File: src/rtl/keypad_matrix_scanner.sv
// 7x5 keypad matrix scanner: drives one line low per slot, snapshots the columns
// into a full frame and debounces single-key presses/releases frame by frame.
module keypad_matrix_scanner #(
    parameter int SCAN_DIV = 1000,
    parameter int DEBOUNCE = 4
) (
    input  logic       clk,
    input  logic       rst_n,
    output logic [6:0] L,
    input  logic [4:0] C,
    output logic [7:0] code,
    output logic       valid,
    input  logic       ack,
    output logic       held,
    output logic       multi,
    output logic       overrun,
    input  logic       clr
);
    typedef enum logic [1:0] {SCAN, PRESS_DB, DOWN, RELEASE_DB} state_t;

    localparam logic [15:0] SLOT_LAST = 16'(SCAN_DIV - 1);
    localparam logic [3:0]  DB        = 4'(DEBOUNCE);

    logic [4:0]  c_meta_q, c_sync_q;
    logic        run_q;
    logic [15:0] slot_q;
    logic [2:0]  line_q;
    logic [6:0]  l_q;
    logic [34:0] snap_q;
    state_t      state_q;
    logic [3:0]  cnt_q;
    logic [7:0]  cand_q, code_q;
    logic        valid_q, held_q, multi_q, over_q;

    logic        sample, frame_end, none, one, many, same, accept;
    logic [34:0] frame_w;
    logic [7:0]  key_w;
    logic [3:0]  cnt_inc;

    assign sample    = run_q && (slot_q == SLOT_LAST);
    assign frame_end = sample && (line_q == 3'd6);
    // Line 6 is still in the synchroniser at frame end, so splice it in directly.
    assign frame_w   = {~c_sync_q, snap_q[29:0]};
    assign none      = (frame_w == 35'd0);
    assign one       = !none && ((frame_w & (frame_w - 35'd1)) == 35'd0);
    assign many      = !none && !one;
    assign same      = one && (key_w == cand_q);
    assign cnt_inc   = cnt_q + 4'd1;

    always_comb begin
        key_w = 8'd0;
        for (int i = 0; i < 7; i++)
            if (frame_w[5*i +: 5] != 5'd0) key_w = {frame_w[5*i +: 5], 3'(i)};
    end

    always_comb begin
        accept = 1'b0;
        if (frame_end && one) begin
            case (state_q)
                SCAN:     accept = (DB == 4'd1);
                PRESS_DB: accept = same && (cnt_inc >= DB);
                default:  accept = 1'b0;
            endcase
        end
    end

    assign L       = l_q;
    assign code    = code_q;
    assign valid   = valid_q;
    assign held    = held_q;
    assign multi   = multi_q;
    assign overrun = over_q;

    always_ff @(posedge clk or negedge rst_n) begin
        if (!rst_n) begin
            c_meta_q <= 5'h1F;
            c_sync_q <= 5'h1F;
            run_q    <= 1'b0;
            slot_q   <= 16'd0;
            line_q   <= 3'd0;
            l_q      <= 7'h7F;
            snap_q   <= 35'd0;
        end else begin
            c_meta_q <= C;
            c_sync_q <= c_meta_q;
            if (!run_q) begin
                run_q <= 1'b1;
                l_q   <= 7'h7E;
            end else if (sample) begin
                slot_q <= 16'd0;
                line_q <= (line_q == 3'd6) ? 3'd0 : line_q + 3'd1;
                l_q    <= {l_q[5:0], l_q[6]};
                snap_q[5*line_q +: 5] <= ~c_sync_q;
            end else begin
                slot_q <= slot_q + 16'd1;
            end
        end
    end

    always_ff @(posedge clk or negedge rst_n) begin
        if (!rst_n) begin
            state_q <= SCAN;
            cnt_q   <= 4'd0;
            cand_q  <= 8'd0;
            code_q  <= 8'd0;
            valid_q <= 1'b0;
            held_q  <= 1'b0;
            multi_q <= 1'b0;
            over_q  <= 1'b0;
        end else begin
            if (frame_end) begin
                case (state_q)
                    SCAN: if (one) begin
                        cand_q  <= key_w;
                        cnt_q   <= 4'd1;
                        state_q <= accept ? DOWN : PRESS_DB;
                    end
                    PRESS_DB: if (same) begin
                        cnt_q <= cnt_inc;
                        if (accept) state_q <= DOWN;
                    end else begin
                        state_q <= SCAN;
                    end
                    DOWN: if (!same) begin
                        cnt_q <= 4'd1;
                        if (none && DB == 4'd1) begin
                            held_q  <= 1'b0;
                            state_q <= SCAN;
                        end else begin
                            state_q <= RELEASE_DB;
                        end
                    end
                    RELEASE_DB: if (none) begin
                        cnt_q <= cnt_inc;
                        if (cnt_inc >= DB) begin
                            held_q  <= 1'b0;
                            state_q <= SCAN;
                        end
                    end else if (same) begin
                        state_q <= DOWN;
                    end else begin
                        cnt_q <= 4'd0;
                    end
                endcase
            end
            if (accept) begin
                code_q  <= key_w;
                valid_q <= 1'b1;
                held_q  <= 1'b1;
            end else if (valid_q && ack) begin
                valid_q <= 1'b0;
            end
            if (frame_end && many) multi_q <= 1'b1;
            else if (clr)          multi_q <= 1'b0;
            // An ack landing on the accept edge consumes the old code, so no overrun.
            if (accept && valid_q && !ack) over_q <= 1'b1;
            else if (clr)                  over_q <= 1'b0;
        end
    end
endmodule

File: config.mk
export PLATFORM = sky130hd
export DESIGN_NAME = keypad_matrix_scanner
export DESIGN_NICKNAME = d
export VERILOG_FILES = /design/src/rtl/keypad_matrix_scanner.sv
export SDC_FILE = /design/constraint.sdc
export NUM_CORES = 1
export LEC_CHECK = 0
export ABC_CLOCK_PERIOD_IN_PS = 3220
export BUFFER_PORTS_ARGS = -buffer_cell sky130_fd_sc_hd__buf_2
export CAP_MARGIN = 20
export CORE_ASPECT_RATIO = 0.75
export CORE_UTILIZATION = 47
export CTS_BUF_LIST = sky130_fd_sc_hd__clkbuf_4 sky130_fd_sc_hd__clkbuf_8
export DETAILED_ROUTE_END_ITERATION = 16
export PLACE_DENSITY = 0.66
export SETUP_SLACK_MARGIN = 0.02
export SLEW_MARGIN = 20
export SYNTH_ARGS = -nofsm -noshare
export SYNTH_HDL_FRONTEND = slang
export SYNTH_SLANG_ARGS = --single-unit
export TNS_END_PERCENT = 1
File: constraint.sdc
create_clock -name clk -period 3.22 [get_ports clk]
set_clock_uncertainty 0.05 [all_clocks]
set_input_delay 0.322 -clock clk [delete_from_list [all_inputs] [get_ports clk]]
set_output_delay 0.322 -clock clk [all_outputs]
set_load 0.01 [all_outputs]
==> results.md, run 1 <==
- Pin count of the biggest net entering global routing: roughly 90
- Htree depth: 3
- Final hold vios: 68
- Fin crit share: 1.01
- DRT Pass-1 Iters: 5
- Slew HR: 0.437
- Post-Syn Instances: around 520
- Hold WC Path Type: input pin to asynchronous set/reset pin
- Vias in the first global route: 4373
- Die Span Y: roughly 93 um
- Reg area: approximately 2400 um2
- Yosys reg bits: 93
- CP endpoint kind: flop
- Max Freq: 307 MHz
- Tot GR Track Use: 0.256
- Multi-input combinational cell area: 2790 um2
- Delay of the slowest critical-path stage: roughly 0.59 ns
- Final non-filler cell total: 761
- Die X: approximately 120 um
- Die area: roughly 12000 um2
- FF-to-FF Start: snap_q[2]
- R2r worst-path depth: 10
- Layout cell share with drive strength beyond 1: 0.325
- Final antenna-violating net count: 0
- Met2 Use GR: 0.384
- Leakage power total: 2.95 nW
- Setup crit start kind: flop
- CTS tree: built
- Top FF cell, synth: dfrtp_1
- Dpl ws: -0.0365 ns
- Area leader, netlist: dfrtp_1
- RSZ-0062 raised after global routing: yes
- Vias/cell: ~6
- Final count of negative-setup-slack endpoints: 4
- Iteration-0 DRC Markers: about 350
- R2R setup slack: -0.03 ns
- Syn Area/Cell: 10.0 um2
- # rows: 32
- Hold Slack: -0.0433 ns
- Top cells by count, synth: dfrtp_1, nand2_1, nor2_1
- CP max-delay cell: or4b_4
- # placed instances: roughly 730
- CP Max Fanout: 4
- Placer Congestion: ~0.93
- Power Total: 0.00215 W
- Worst-Skew Late Latency: approximately 0.37 ns
- PD cells: around 340 nW/um2
- Post-Syn Area: approximately 5200 um2
- Most common cell in the netlist: dfrtp_1
- M1 GR Usage: 0.367
- Initial core utilization: 0.497
- Sequential area share after synthesis: 0.449
- Worst path arrival time: 3.53 ns
- Ys Warns: 0
- Most used routing layer: met2
- Worst-Margin Slew: about 0.84 ns
- Critical path class: flop to flop
- Synth top area cells: dfrtp_1, dfstp_2, nand2_1
- GRT overflow: 0
- Routed wire length per instance: between 15 and 20 um
- Port-buffer cells: 27
- Syn_nets: 537
- Synth top area share: 0.364
- EDFF count, synth: 0
- Max Cap Violations: 0
- Crit Reg-Reg Endpoint: cnt_q[2]
- Worst EP required: 3.49 ns
- Crit-path cells: maj3_2, o22a_1, o311ai_2, o31ai_2, or4b_4, nor4_4, nand3_2, a2bb2oi_4, or4b_1, nand2_1
- Fill cells: between 800 and 900
- Failing checks: hold timing, setup timing
- Final WS setup: -0.0340 ns
- CTS sink cnt: 93
- Post-DP HPWL: between 10000 and 15000 um
- Initial antenna violation count: 0
- First-pass GRT wire length: 22300 um
- Final min period: between 3 and 4 ns
- Status: complete, but fails checks
- Drc violations: 0
- FFs w/ async S/R, synth: 1.00
- Peak supply drop: between 0.3 and 0.4 mV
- Boundary pin count: 28
- Max Slew Vio Count: 0
- Nets@finish: ~640
- Routed wire length: 13700 um
- Syn-to-layout area delta: 22.2%
- Clock transition at the registers of the reported paths: roughly 0.09 ns
- Num CTS Buffers: 9
- Core area: between 10000 and 15000 um2
- Clock tree buffer depth: 2
- Via count: roughly 4500
- Met3 Use GR: 0.0671
- Antenna diodes: 0
- Library cells used by synthesis: 84
- Root Driver: clkbuf_8
-- critical path: cells and delay by family, from the launching register on --
kind,cells,cell delay (ns)
AND/OR/NAND/NOR,5,1.60
flip-flops,1,0.45
adder cells (fa/ha/maj),1,0.32
AO/OA/AOI/OAI,4,0.77
-- report_power, final --
part,total [W],internal (W),leakage (nW),switching [W]
Clock,0.000722,0.000306,0.0906,0.000416
Combinational,0.000175,0.0000745,1.64,0.000100
Sequential,0.00125,0.00121,1.22,0.0000422
Total,0.00215,0.00159,2.95,0.000559
-- metrics by stage --
stage	setup TNS [ns]	area, um2	util	hold slack (ns)
after floorplan	0	5230	-	-0.0236
after global placement	0	5980	0.568	0.296
after detailed placement	-0.170	5980	0.568	0.297
after CTS	0	6240	0.592	0.0894
after global routing	-1.79	6390	0.607	0.0239
final	-0.0505	6390	0.607	-0.0433
-- worst max-delay path by stage --
stage / slack (ns) / endpoint / from
after floorplan: 0.05 / code[4] / snap_q[26]
after global placement: 0.0003 / cnt_q[2] / snap_q[20]
after detailed placement: -0.04 / cand_q[1] / snap_q[3]
after CTS: 0.007 / cnt_q[2] / snap_q[2]
after global routing: -0.16 / cnt_q[2] / snap_q[18]
final: -0.03 / cnt_q[2] / snap_q[2]
-- what timing repair did --
action | in CTS | in global routing
cloned | 0 | 0
gates resized for setup | 8 | 22
hold buffers | 5 | 0
endpoints found under the setup margin | 16 | 25
hold endpoints to repair | 5 | 0
pin swaps | 1 | 17
setup buffers | 0 | 6
-- cell families (layout without fill, tap and decap cells) --
group / Yosys count / after routing / share of synthesized area
buffers and inverters: 48 / 152 / 0.0416
AOI/OAI and AO/OA: 109 / 109 / 0.152
adders and majority gates: 8 / 8 / 0.0189
other: 1 / 1 / 0.000717
and+or+nand+nor: 207 / 207 / 0.232
muxes: 33 / 33 / 0.0689
DFF: 93 / 93 / 0.449
xor gates and xnor gates: 22 / 22 / 0.0368
-- flip-flops by register name, summed over array words and instances (netlist names) --
signal	count
snap_q	30
code	8
line_q	3
held	1
c_sync_q	5
run_q	1
c_meta_q	5
cnt_q	4
slot_q	16
cand_q	8
overrun	1
multi	1
valid	1
state_q	2
L	7
-- metal layers --
metal  part of all wire  up-vias
li1                   -     2114
met1               0.48     2207
met2               0.44      154
met3              0.065       21
met4              0.017        0
met5                  0        -
-- layout by cell type, fill, tap and decap left out, drive strengths merged, types with 4 or more instances in the layout --
cell type and count:
a41oi 5, o21ai 33, or4 7, nand4 17, or3 5, o22a 7, and3 5, buf 109
ha 7, nand3 18, dfrtp 76, o211ai 4, inv 22, o31ai 5, mux2 24, nor2 49
nand2 50, dfstp 17, clkbuf 12, nor3 19, xor2 12, nand3b 4, mux2i 9, xnor2 10
dlygate4sd3 5, a21oi 11, nor4 15
-- cell type report --
type                       instances  area share
timing repair buffer             114       0.128
sequential                        93       0.368
tap                              136      0.0266
multi-input combinational        380       0.437
clock inverter                     4     0.00411
clock buffer                      12      0.0229
inverter                          22      0.0129
No activity file was read; power rests on OpenSTA's default activity.
==> run 2, diff against run 1 <==
--- a/config.mk
+++ b/config.mk
@@ -12,8 +12,10 @@
 export CORE_UTILIZATION = 47
 export CTS_BUF_LIST = sky130_fd_sc_hd__clkbuf_4 sky130_fd_sc_hd__clkbuf_8
 export DETAILED_ROUTE_END_ITERATION = 16
+export HOLD_SLACK_MARGIN = 0.08
 export PLACE_DENSITY = 0.66
 export SETUP_SLACK_MARGIN = 0.02
+export SKIP_LAST_GASP = 1
 export SLEW_MARGIN = 20
 export SYNTH_ARGS = -nofsm -noshare
 export SYNTH_HDL_FRONTEND = slang
==> run 2 against run 1 <==
  * The run ends with setup timing left
  * Power is essentially flat
  * Global-route usage did not move
  * Clock power is essentially flat
  * Worst hold slack gained 0.22 ns
  * Die area is the same
==> results.md, run 2 (synthesis gave the netlist of run 1 again) <==
- Hold Slack: 0.177 ns (+0.220 ns)
- Vias in the first global route: 4373 (unchanged)
- Pin count of the biggest net entering global routing: 89 (unchanged)
- Commonest non-fill, non-tap cell in the layout: buf_4
- Largest regs: snap_q (30), slot_q (16)
- Routed wire length per instance: 18.0 um (about the same)
- Tot GR Track Use: 0.256 (unchanged)
- Iteration-0 DRC Markers: 426 (+21%)
- Antenna diodes: 0 (unchanged)
- Final min period: 3.25 ns (-0.00865 ns)
- Die Span Y: 93.4 um (unchanged)
- CTS tree: built
- PD cells: 336 nW/um2 (-0.10%)
- Final hold vios: 0 (-100%)
- Num CTS Buffers: 9 (unchanged)
- Final core occ: 0.608 (+0.000713)
- Max Slew Vio Count: 0 (unchanged)
- Setup crit start kind: flop
- CP endpoint kind: flop
- Critical path class: flop to flop
- Most frequent cells in the layout: buf_4, dfrtp_1, nand2_1
- Initial antenna violation count: 0 (unchanged)
- Htree depth: 3 (unchanged)
- Layout cell share with drive strength beyond 1: 0.324 (-0.00104)
- Slew HR: 0.437 (unchanged)
- Die area: 11600 um2 (unchanged)
- Dpl ws: -0.0365 ns (unchanged)
- Failing checks: setup timing
- CTS sink cnt: 93 (unchanged)
- Final antenna-violating net count: 0 (unchanged)
- Cell area after layout: 6400 um2 (+0.12%)
- Root Driver: clkbuf_8
- Fin crit share: 1.01 (-0.00269)
- Die X: 124 um (unchanged)
- Final count of negative-setup-slack endpoints: 1 (-3)
- Syn-to-layout area delta: 22.3%
- Max Freq: 308 MHz (+0.27%)
- Port-buffer cells: 27 (unchanged)
- RSZ-0062 raised after global routing: yes
- Hold WC Path Type: input pin to flop
- First-pass GRT wire length: 22300 um (unchanged)
- Routed wire length: 13800 um (+0.24%)
- Peak supply drop: 0.302 mV (about the same)
- Max reg flops: 30 (unchanged)
- Leakage power total: 2.96 nW (+0.19%)
- Via count: 4495 (-0.022%)
- Worst path arrival time: 3.52 ns (about the same)
- DRT Pass-1 Iters: 5 (unchanged)
- Post-DP Area: 5980 um2 (unchanged)
- Nets@finish: 638 (+0.31%)
- Boundary pin count: 28 (unchanged)
- Worst-Skew Late Latency: 0.38 ns (about the same)
- Status: complete, but fails checks
- Core area: 10500 um2 (unchanged)
- Crit-path cells: maj3_2, o22a_1, o311ai_2, o31ai_2, or4b_4, nor4_4, nand3_2, a2bb2oi_4, or4b_1, nand2_1
- Worst EP required: 3.49 ns (about the same)
- Clock transition at the registers of the reported paths: 0.09 ns (about the same)
- CP Max Fanout: 4 (unchanged)
- Placer Congestion: 0.932 (unchanged)
- Worst-Margin Slew: 0.836 ns (unchanged)
- # rows: 32 (unchanged)
- Clock tree buffer depth: 2 (unchanged)
- Drc violations: 0 (unchanged)
- Max Cap Violations: 0 (unchanged)
- GRT overflow: 0 (unchanged)
- CP max-delay cell: or4b_4
- Final WS setup: -0.0254 ns (+0.00865 ns)
- Largest Register: snap_q
- Vias/cell: 5.89 (-0.28%)
- Delay of the slowest critical-path stage: 0.59 ns (about the same)
- Initial core utilization: 0.497 (unchanged)
- Post-DP HPWL: 10200 um (unchanged)
run 2: cell count changes in the layout (fill, tap and decap cells not counted):
cell / change
nor2_2: +1
dlygate4sd3_1: +2
nor2_4: -1
nand3_2: +1
nand3_4: -1
run 2: final timing paths:
path | from | to | slack [ns] | cells after the start
max | snap_q[2] | cnt_q[2] | -0.03 | 10
min | ack | valid | 0.18 | 3
max reg2reg | snap_q[2] | cnt_q[2] | -0.03 | 10
min reg2reg | c_meta_q[3] | c_sync_q[3] | 0.31 | 0
max in group asynchronous | rst_n | L[4] | 1.90 | 3
min in group asynchronous | rst_n | code[5] | 0.52 | 2
run 2: final cells by class:
cell class                 instances  area, um2
sequential                        93       2350
multi-input combinational        380       2780
tap                              136        170
timing repair buffer             116        838
inverter                          22       82.6
fill                             883       4130
clock inverter                     4       26.3
clock buffer                      12        146
run 2: report_power, final:
group | total, W | leakage [nW] | switching (W) | internal, W
logic | 0.000176 | 1.65 | 0.000100 | 0.0000761
registers | 0.00125 | 1.22 | 0.0000423 | 0.00121
clock network | 0.000721 | 0.0906 | 0.000415 | 0.000306
run 2: per-layer routing:
layer	wire length [um]	vias to the layer above	track usage
met1	6570	2206	0.367
met5	0	-	0
li1	-	2118	-
met2	6080	147	0.384
met4	238	0	0.0552
met3	867	24	0.0671
run 2: critical path: cells and delay by family (launching register included):
kind            cells  cell delay, ns
compound gates      4            0.78
fa+ha+maj           1            0.32
flops               1            0.45
simple gates        5            1.61
run 2: timing repair:
action	in CTS	in global routing
endpoints found under the hold margin	5	77
buffers inserted	0	6
pin swaps	1	16
hold buffers	5	2
setup endpoints to repair	16	25
resized for setup	8	20
run 2: metrics by stage:
stage          setup TNS [ns]  cells  power [W]
3_3_place_gp                0    734    0.00144
5_1_grt                 -2.16    763    0.00224
2_1_floorplan               0    521    0.00136
3_5_place_dp           -0.170    734    0.00144
4_1_cts                     0    755    0.00217
6_report              -0.0254    763    0.00215
